<file path="src/rtl/uart_pkg.sv">
// uart_pkg
// Definitions shared by the board UART receiver and transmitter.
//   - uart_state_e            : receiver frame-tracking states
//   - UART_DATA_BITS          : payload bits per frame (8N1)
//   - UART_FRAME_BITS         : start + data + stop bits on the wire
//   - UART_OVERSAMPLE_DEFAULT : baud_clock rising edges per bit period
package uart_pkg;

  localparam int UART_DATA_BITS          = 8;
  localparam int UART_FRAME_BITS         = 10;
  localparam int UART_OVERSAMPLE_DEFAULT = 16;

  typedef enum logic [2:0] {
    IDLE  = 3'd0,
    START = 3'd1,
    DATA  = 3'd2,
    STOP  = 3'd3,
    BREAK = 3'd4
  } uart_state_e;

endpackage

</file>
<file path="src/rtl/uart_rx_sync.sv">
// uart_rx_sync
// Front end of the UART receiver: brings the asynchronous RX pad into the
// clock domain and turns the level-type baud_clock into a one-cycle tick.
// Ports:
//   clock      in  system clock, rising edge
//   reset      in  synchronous, active-low
//   baud_clock in  oversampled baud clock level, synchronous to clock
//   uart_rx    in  asynchronous serial line, idle high
//   rx_s       out uart_rx after a 2-FF synchronizer (resets to idle-high)
//   tick       out registered rising-edge strobe of baud_clock
module uart_rx_sync
  import uart_pkg::*;
(
  input  logic clock,
  input  logic reset,
  input  logic baud_clock,
  input  logic uart_rx,
  output logic rx_s,
  output logic tick
);

  logic rx_meta_q, rx_meta_d;
  logic rx_s_q, rx_s_d;
  logic baud_q, baud_d;
  logic tick_q, tick_d;

  always_comb begin
    rx_meta_d = uart_rx;
    rx_s_d    = rx_meta_q;
    baud_d    = baud_clock;
    tick_d    = baud_clock & ~baud_q;
  end

  always_ff @(posedge clock) begin
    if (!reset) begin
      rx_meta_q <= 1'b1;
      rx_s_q    <= 1'b1;
      // Reset high so a baud_clock already high at reset release is not
      // mistaken for a fresh edge.
      baud_q    <= 1'b1;
      tick_q    <= 1'b0;
    end else begin
      rx_meta_q <= rx_meta_d;
      rx_s_q    <= rx_s_d;
      baud_q    <= baud_d;
      tick_q    <= tick_d;
    end
  end

  assign rx_s = rx_s_q;
  assign tick = tick_q;

endmodule

</file>
<file path="src/rtl/uart_rx_frame.sv">
// uart_rx_frame
// 8N1 UART receiver. Recovers start/8 data (LSB first)/stop frames from the
// RX pad using an oversampled baud clock, strobes each good byte and flags
// frames whose stop bit is low. A line held low after a framing error is
// treated as a break and must return high before another frame is accepted.
// Parameters:
//   OVERSAMPLE     baud_clock rising edges per bit period (even, 4..64)
// Ports:
//   clock          in  system clock, rising edge
//   reset          in  synchronous, active-low
//   baud_clock     in  OVERSAMPLE x baud rate, level signal
//   uart_rx        in  serial line, asynchronous, idle high
//   data           out last correctly received byte
//   data_valid     out one-cycle pulse, data updated this cycle
//   framing_error  out one-cycle pulse, stop bit sampled low
//   uart_busy      out high in every state except IDLE
// Build option:
//   UART_RX_MAJORITY_VOTE_EN  each bit decision is the 2-of-3 majority of
//                             the samples at ticks mid-1, mid, mid+1; the
//                             decision (and strobes) move one tick later.
module uart_rx_frame
  import uart_pkg::*;
#(
  parameter int OVERSAMPLE = UART_OVERSAMPLE_DEFAULT
) (
  input  logic                      clock,
  input  logic                      reset,
  input  logic                      baud_clock,
  input  logic                      uart_rx,
  output logic [UART_DATA_BITS-1:0] data,
  output logic                      data_valid,
  output logic                      framing_error,
  output logic                      uart_busy
);

  localparam int CNT_W = $clog2(OVERSAMPLE);
  localparam int MID   = OVERSAMPLE / 2;
`ifdef UART_RX_MAJORITY_VOTE_EN
  localparam int LATE  = 1;
`else
  localparam int LATE  = 0;
`endif
  // Counter value seen on the deciding tick. The start bit is judged at its
  // middle; afterwards the counter restarts on every decision, so each later
  // decision lands exactly one bit period after the previous one.
  localparam logic [CNT_W-1:0] START_DEC = CNT_W'(MID - 1 + LATE);
  localparam logic [CNT_W-1:0] BIT_DEC   = CNT_W'(OVERSAMPLE - 1);
  localparam logic [CNT_W-1:0] CNT_ONE   = CNT_W'(1);

  logic rx_s;
  logic tick;

  uart_rx_sync u_sync (
    .clock      (clock),
    .reset      (reset),
    .baud_clock (baud_clock),
    .uart_rx    (uart_rx),
    .rx_s       (rx_s),
    .tick       (tick)
  );

  uart_state_e               state_q, state_d;
  logic [CNT_W-1:0]          cnt_q, cnt_d;
  logic [2:0]                bit_cnt_q, bit_cnt_d;
  logic [UART_DATA_BITS-1:0] shift_q, shift_d;
  logic [UART_DATA_BITS-1:0] data_q, data_d;
  logic                      data_valid_q, data_valid_d;
  logic                      framing_error_q, framing_error_d;

  logic [CNT_W-1:0]          dec_cnt;
  logic                      at_dec;
  logic                      sample;

  always_comb begin
    dec_cnt = (state_q == START) ? START_DEC : BIT_DEC;
    at_dec  = tick && (cnt_q == dec_cnt);
  end

`ifdef UART_RX_MAJORITY_VOTE_EN
  // Two early votes are held; the third is the live sample on the deciding
  // tick.
  logic [1:0] vote_q, vote_d;

  always_comb begin
    vote_d = vote_q;
    if (tick && (cnt_q == dec_cnt - CNT_W'(2))) vote_d[0] = rx_s;
    if (tick && (cnt_q == dec_cnt - CNT_W'(1))) vote_d[1] = rx_s;
    sample = (vote_q[0] & vote_q[1]) | (vote_q[0] & rx_s) | (vote_q[1] & rx_s);
  end

  always_ff @(posedge clock) begin
    if (!reset) vote_q <= 2'b11;
    else        vote_q <= vote_d;
  end
`else
  always_comb begin
    sample = rx_s;
  end
`endif

  always_comb begin
    state_d         = state_q;
    cnt_d           = cnt_q;
    bit_cnt_d       = bit_cnt_q;
    shift_d         = shift_q;
    data_d          = data_q;
    data_valid_d    = 1'b0;
    framing_error_d = 1'b0;

    case (state_q)
      IDLE: begin
        cnt_d     = '0;
        bit_cnt_d = '0;
        if (!rx_s) state_d = START;
      end

      START: begin
        if (at_dec) begin
          cnt_d = '0;
          // A start bit that is high again by mid-bit was a glitch.
          state_d = sample ? IDLE : DATA;
        end else if (tick) begin
          cnt_d = cnt_q + CNT_ONE;
        end
      end

      DATA: begin
        if (at_dec) begin
          cnt_d     = '0;
          shift_d   = {sample, shift_q[UART_DATA_BITS-1:1]};
          bit_cnt_d = bit_cnt_q + 3'd1;
          if (bit_cnt_q == 3'd7) state_d = STOP;
        end else if (tick) begin
          cnt_d = cnt_q + CNT_ONE;
        end
      end

      STOP: begin
        if (at_dec) begin
          cnt_d = '0;
          if (sample) begin
            data_d       = shift_q;
            data_valid_d = 1'b1;
            state_d      = IDLE;
          end else begin
            framing_error_d = 1'b1;
            state_d         = BREAK;
          end
        end else if (tick) begin
          cnt_d = cnt_q + CNT_ONE;
        end
      end

      BREAK: begin
        // Hold here until the line idles so a long low level cannot start
        // a stream of bogus frames.
        if (rx_s) state_d = IDLE;
      end

      default: begin
        state_d = IDLE;
      end
    endcase
  end

  always_ff @(posedge clock) begin
    if (!reset) begin
      state_q         <= IDLE;
      cnt_q           <= '0;
      bit_cnt_q       <= '0;
      shift_q         <= '0;
      data_q          <= '0;
      data_valid_q    <= 1'b0;
      framing_error_q <= 1'b0;
    end else begin
      state_q         <= state_d;
      cnt_q           <= cnt_d;
      bit_cnt_q       <= bit_cnt_d;
      shift_q         <= shift_d;
      data_q          <= data_d;
      data_valid_q    <= data_valid_d;
      framing_error_q <= framing_error_d;
    end
  end

  assign data          = data_q;
  assign data_valid    = data_valid_q;
  assign framing_error = framing_error_q;
  assign uart_busy     = (state_q != IDLE);

endmodule

</file>
<file path="config.mk">
export PLATFORM = sky130hd
export DESIGN_NAME = uart_rx_frame
export DESIGN_NICKNAME = d
export VERILOG_FILES = /design/src/rtl/uart_pkg.sv /design/src/rtl/uart_rx_sync.sv /design/src/rtl/uart_rx_frame.sv
export SDC_FILE = /design/constraint.sdc
export NUM_CORES = 1
export LEC_CHECK = 0
export ABC_AREA = 0
export CAP_MARGIN = 20
export CORE_MARGIN = 2
export CORE_UTILIZATION = 54
export DETAILED_ROUTE_END_ITERATION = 10
export HOLD_SLACK_MARGIN = 0.03
export PLACE_DENSITY = 0.78
export RECOVER_POWER = 50
export SLEW_MARGIN = 30
export SYNTH_ARGS = -nofsm -noshare
export SYNTH_HDL_FRONTEND = slang
export SYNTH_HIERARCHICAL = 1
export SYNTH_SLANG_ARGS = --single-unit
</file>
<file path="constraint.sdc">
create_clock -name clock -period 1.6 [get_ports clock]
set_clock_uncertainty 0.1 [all_clocks]
set_input_delay 0.32 -clock clock [delete_from_list [all_inputs] [get_ports clock]]
set_output_delay 0.32 -clock clock [all_outputs]
set_load 0.01 [all_outputs]
</file>
==> flow_metrics.tcl <==
set metrics [dict create \
    seq_area_frac_synth_pct 45.0 \
    cts_tree "done" \
    synth.yosys.warnings 6 \
    initial_antenna_violation_count 0 \
    timing.setup.critical_path_class "reg2out" \
    violations "negative setup slack" \
    path_clk_slew_ns 0.10 \
    clock_tree.buffer_depth 2 \
    crit_slowest_cell "sky130_fd_sc_hd__or3_4" \
    p_per_cell_area_nw_per_um2 872 \
    numCtsBuffers 5 \
    netlist_area_before_placement_um2 1420 \
    place_area_um2 1610 \
    syn-instance-count 153 \
    first_global_vias 1107 \
    drive_gt1_share_pct 17.0 \
    layout.nets 182 \
    arrival_ns 1.19 \
    critical_path.endpoint_type "output pin" \
    finalWeightedCongestion 0.846 \
    synth_cell_types 41 \
    max-cap-violations 0 \
    die-area_um2 3060 \
    via_per_inst 5.92 \
    ios 15 \
    effective_utilization_at_floorplan_pct 57.5 \
    clk-insertion-delay-late_ns 0.34 \
    leakage_uw 0.000701 \
    unrepaired_setup_endpoints_after_global_routing "true" \
    asyncSetResetFlopFracSynth_pct 0 \
    ir_worst_vdd_uv 809 \
    final_cycle_utilization_of_the_critical_path_pct 100 \
    initialDrtViolationCount 39 \
    wl_per_cell_um 14.5 \
    timing.final.ws_setup_ns -0.00666 \
    timing.critical_path.from_type "register" \
    die_y_um 55.4 \
    rows 18 \
    syn_to_final_growth_pct 18.4 \
    totalWireLength_mm 2.99 \
    synth-main-ff-cell "sky130_fd_sc_hd__dfxtp_1" \
    cp_slowest_stage_delay_ns 0.39 \
    post_synthesis_register_bit_count 32 \
    tightestPinTransition_ns 0.347 \
    gr-total-overflow 0 \
    layout.cell_area.non_filler_um2 1690 \
    status "complete, but fails checks" \
    core_area_um2 2480 \
    crit_chain "or3_4 > buf_6" \
    fin_crit_ns 1.61 \
    grt_util_all_layers_pct 21.1 \
    n_antenna_cell 0 \
    final-setup-viol-count 1 \
    finalMaxSlewViolations 0 \
    grt_start_max_net_pins 19 \
    syn_nets 160 \
    max_freq_mhz 622 \
    number_of_enable_flip_flop_cells_after_synthesis 0 \
    routed-via-count 1219 \
    final_hold_viol_count 0 \
    ctsRootBufferMaster "sky130_fd_sc_hd__clkbuf_4" \
    hold_path.class "reg2reg" \
    clock_sink_count 32 \
    timing.slew.headroom_pct 76.9 \
    place.port_buffers 14 \
    critical_path.max_fanout 3 \
    detailed_placement_hpwl_mm 2.01 \
    drc 0 \
    htree_num_levels 2 \
    detail-route-antenna-nets 0 \
    critPathRequiredTime_ns 1.18 \
    syn-mean-instance-area_um2 9.31 \
    grt_first_pass_wirelength_mm 4.99 \
    die-width_um 55.4 \
    placement.setup.worst_slack_ns -0.120 \
    firstDrtPassIters 4 \
    fillerInstances 205 \
]
[flip-flops by register name, indices dropped and copies added, names as in the netlist]
| register | cells |
|---|---|
| shift_q | 8 |
| framing_error | 1 |
| u_sync/rx_s | 1 |
| data | 8 |
| u_sync/baud_q | 1 |
| state_q | 3 |
| u_sync/tick | 1 |
| data_valid | 1 |
| cnt_q | 4 |
| bit_cnt_q | 3 |
| u_sync/rx_meta_q | 1 |
[cell families (layout without fill, tap and decap cells)]
group	count (synthesis)	in the layout	share of synthesized area, %
mux	8	8	5.62
flops	32	32	45.0
xor+xnor	1	1	0.615
simple gates	56	56	21.9
buf+inv	13	36	6.15
compound gates	40	40	18.1
fa+ha+maj	3	3	2.64
[timing repair]
action	in CTS	in global routing
setup endpoints to repair	12	13
resized for setup	17	3
pin swaps	0	1
hold buffers	0	0
setup buffers	0	1
hold endpoints to repair	0	0
[through the flow]
| step | hold slack, ns | instances | util [%] | power, µW | TNS [ns] |
|---|---|---|---|---|---|
| after floorplan | 0.286 | 153 | - | 864 | 0 |
| after global placement | 0.291 | 197 | 64.9 | 883 | -0.115 |
| after detailed placement | 0.296 | 197 | 64.9 | 885 | -0.176 |
| after CTS | 0.321 | 205 | 67.8 | 1480 | -0.0277 |
| after global routing | 0.341 | 206 | 68.0 | 1520 | -0.0428 |
| final | 0.322 | 206 | 68.0 | 1470 | -0.00666 |
[power by group]
group | internal [µW] | leakage [µW] | switching (µW)
sequential | 802 | 0.000260 | 4.84
combinational | 27.6 | 0.000399 | 32.2
clock | 327 | 0.0000422 | 275
[cell type report]
class | count | area [µm²] | area share [%]
Multi-Input combinational cell | 108 | 704 | 41.8
Sequential cell | 32 | 643 | 38.2
Timing Repair Buffer | 27 | 220 | 13.1
Clock buffer | 6 | 41.3 | 2.45
Tap cell | 30 | 37.5 | 2.23
Clock inverter | 2 | 35.0 | 2.08
Inverter | 1 | 3.75 | 0.223
[critical path, delay by kind of cell (launching register included)]
kind,cells,cell delay [ns]
simple gates,1,0.39
flops,1,0.32
buf+inv,1,0.13
[layer usage]
metal / vias to the layer above / GRT usage, % / part of all wire (%)
li1: 599 / - / -
met1: 565 / 26.5 / 44
met2: 49 / 32.0 / 46
met3: 6 / 6.79 / 7.6
met4: 0 / 11.1 / 2.0
met5: - / 0 / 0
[placed cells by master, fill, tap and decap left out, types with 2 or more instances in the layout]
cell                              instances
sky130_fd_sc_hd__nand4b_1                 2
sky130_fd_sc_hd__nor2_1                   2
sky130_fd_sc_hd__o21ai_0                 10
sky130_fd_sc_hd__clkbuf_1                 2
sky130_fd_sc_hd__dfxtp_2                  2
sky130_fd_sc_hd__buf_4                   11
sky130_fd_sc_hd__dfxtp_1                 30
sky130_fd_sc_hd__a21oi_1                 15
sky130_fd_sc_hd__nand3b_1                 2
sky130_fd_sc_hd__clkdlybuf4s50_1          2
sky130_fd_sc_hd__ha_1                     2
sky130_fd_sc_hd__dlygate4sd2_1           10
sky130_fd_sc_hd__clkbuf_4                 5
sky130_fd_sc_hd__and3_1                   2
sky130_fd_sc_hd__nand3_1                 11
sky130_fd_sc_hd__nor4_1                   2
sky130_fd_sc_hd__nand2b_1                 5
sky130_fd_sc_hd__and3b_1                  2
sky130_fd_sc_hd__mux2i_1                  8
sky130_fd_sc_hd__nand2_1                 20
sky130_fd_sc_hd__o211ai_1                 4
[Yosys cell counts (2+ instances only)]
master | n | area (µm²)
sky130_fd_sc_hd__a21oi_1 | 15 | 75.1
sky130_fd_sc_hd__and3_1 | 2 | 12.5
sky130_fd_sc_hd__and3b_1 | 2 | 17.5
sky130_fd_sc_hd__buf_2 | 2 | 10.0
sky130_fd_sc_hd__buf_6 | 3 | 33.8
sky130_fd_sc_hd__clkbuf_1 | 3 | 11.3
sky130_fd_sc_hd__clkbuf_2 | 3 | 15.0
sky130_fd_sc_hd__dfxtp_1 | 32 | 641
sky130_fd_sc_hd__ha_1 | 3 | 37.5
sky130_fd_sc_hd__mux2i_1 | 8 | 80.1
sky130_fd_sc_hd__nand2_1 | 20 | 75.1
sky130_fd_sc_hd__nand2b_1 | 5 | 31.3
sky130_fd_sc_hd__nand3_1 | 11 | 55.1
sky130_fd_sc_hd__nand3b_1 | 2 | 15.0
sky130_fd_sc_hd__nand4b_1 | 2 | 17.5
sky130_fd_sc_hd__nor4_1 | 2 | 12.5
sky130_fd_sc_hd__o211ai_1 | 4 | 30.0
sky130_fd_sc_hd__o21ai_0 | 10 | 50.1
sky130_fd_sc_hd__o21ba_2 | 2 | 20.0
[worst paths after layout]
path | start | slack [ns] | end | cells after the start
min | u_sync/rx_meta_q$_SDFF_PN1_ | 0.32 | u_sync/rx_s$_SDFF_PN1_ | 1
max reg2reg | cnt_q[1]$_SDFFE_PN0P_ | 0.06 | state_q[0]$_SDFFE_PN0P_ | 4
min reg2reg | u_sync/rx_meta_q$_SDFF_PN1_ | 0.32 | u_sync/rx_s$_SDFF_PN1_ | 1
max | state_q[0]$_SDFFE_PN0P_ | -0.007 | uart_busy | 2
Power figures use the tool's default switching activity.
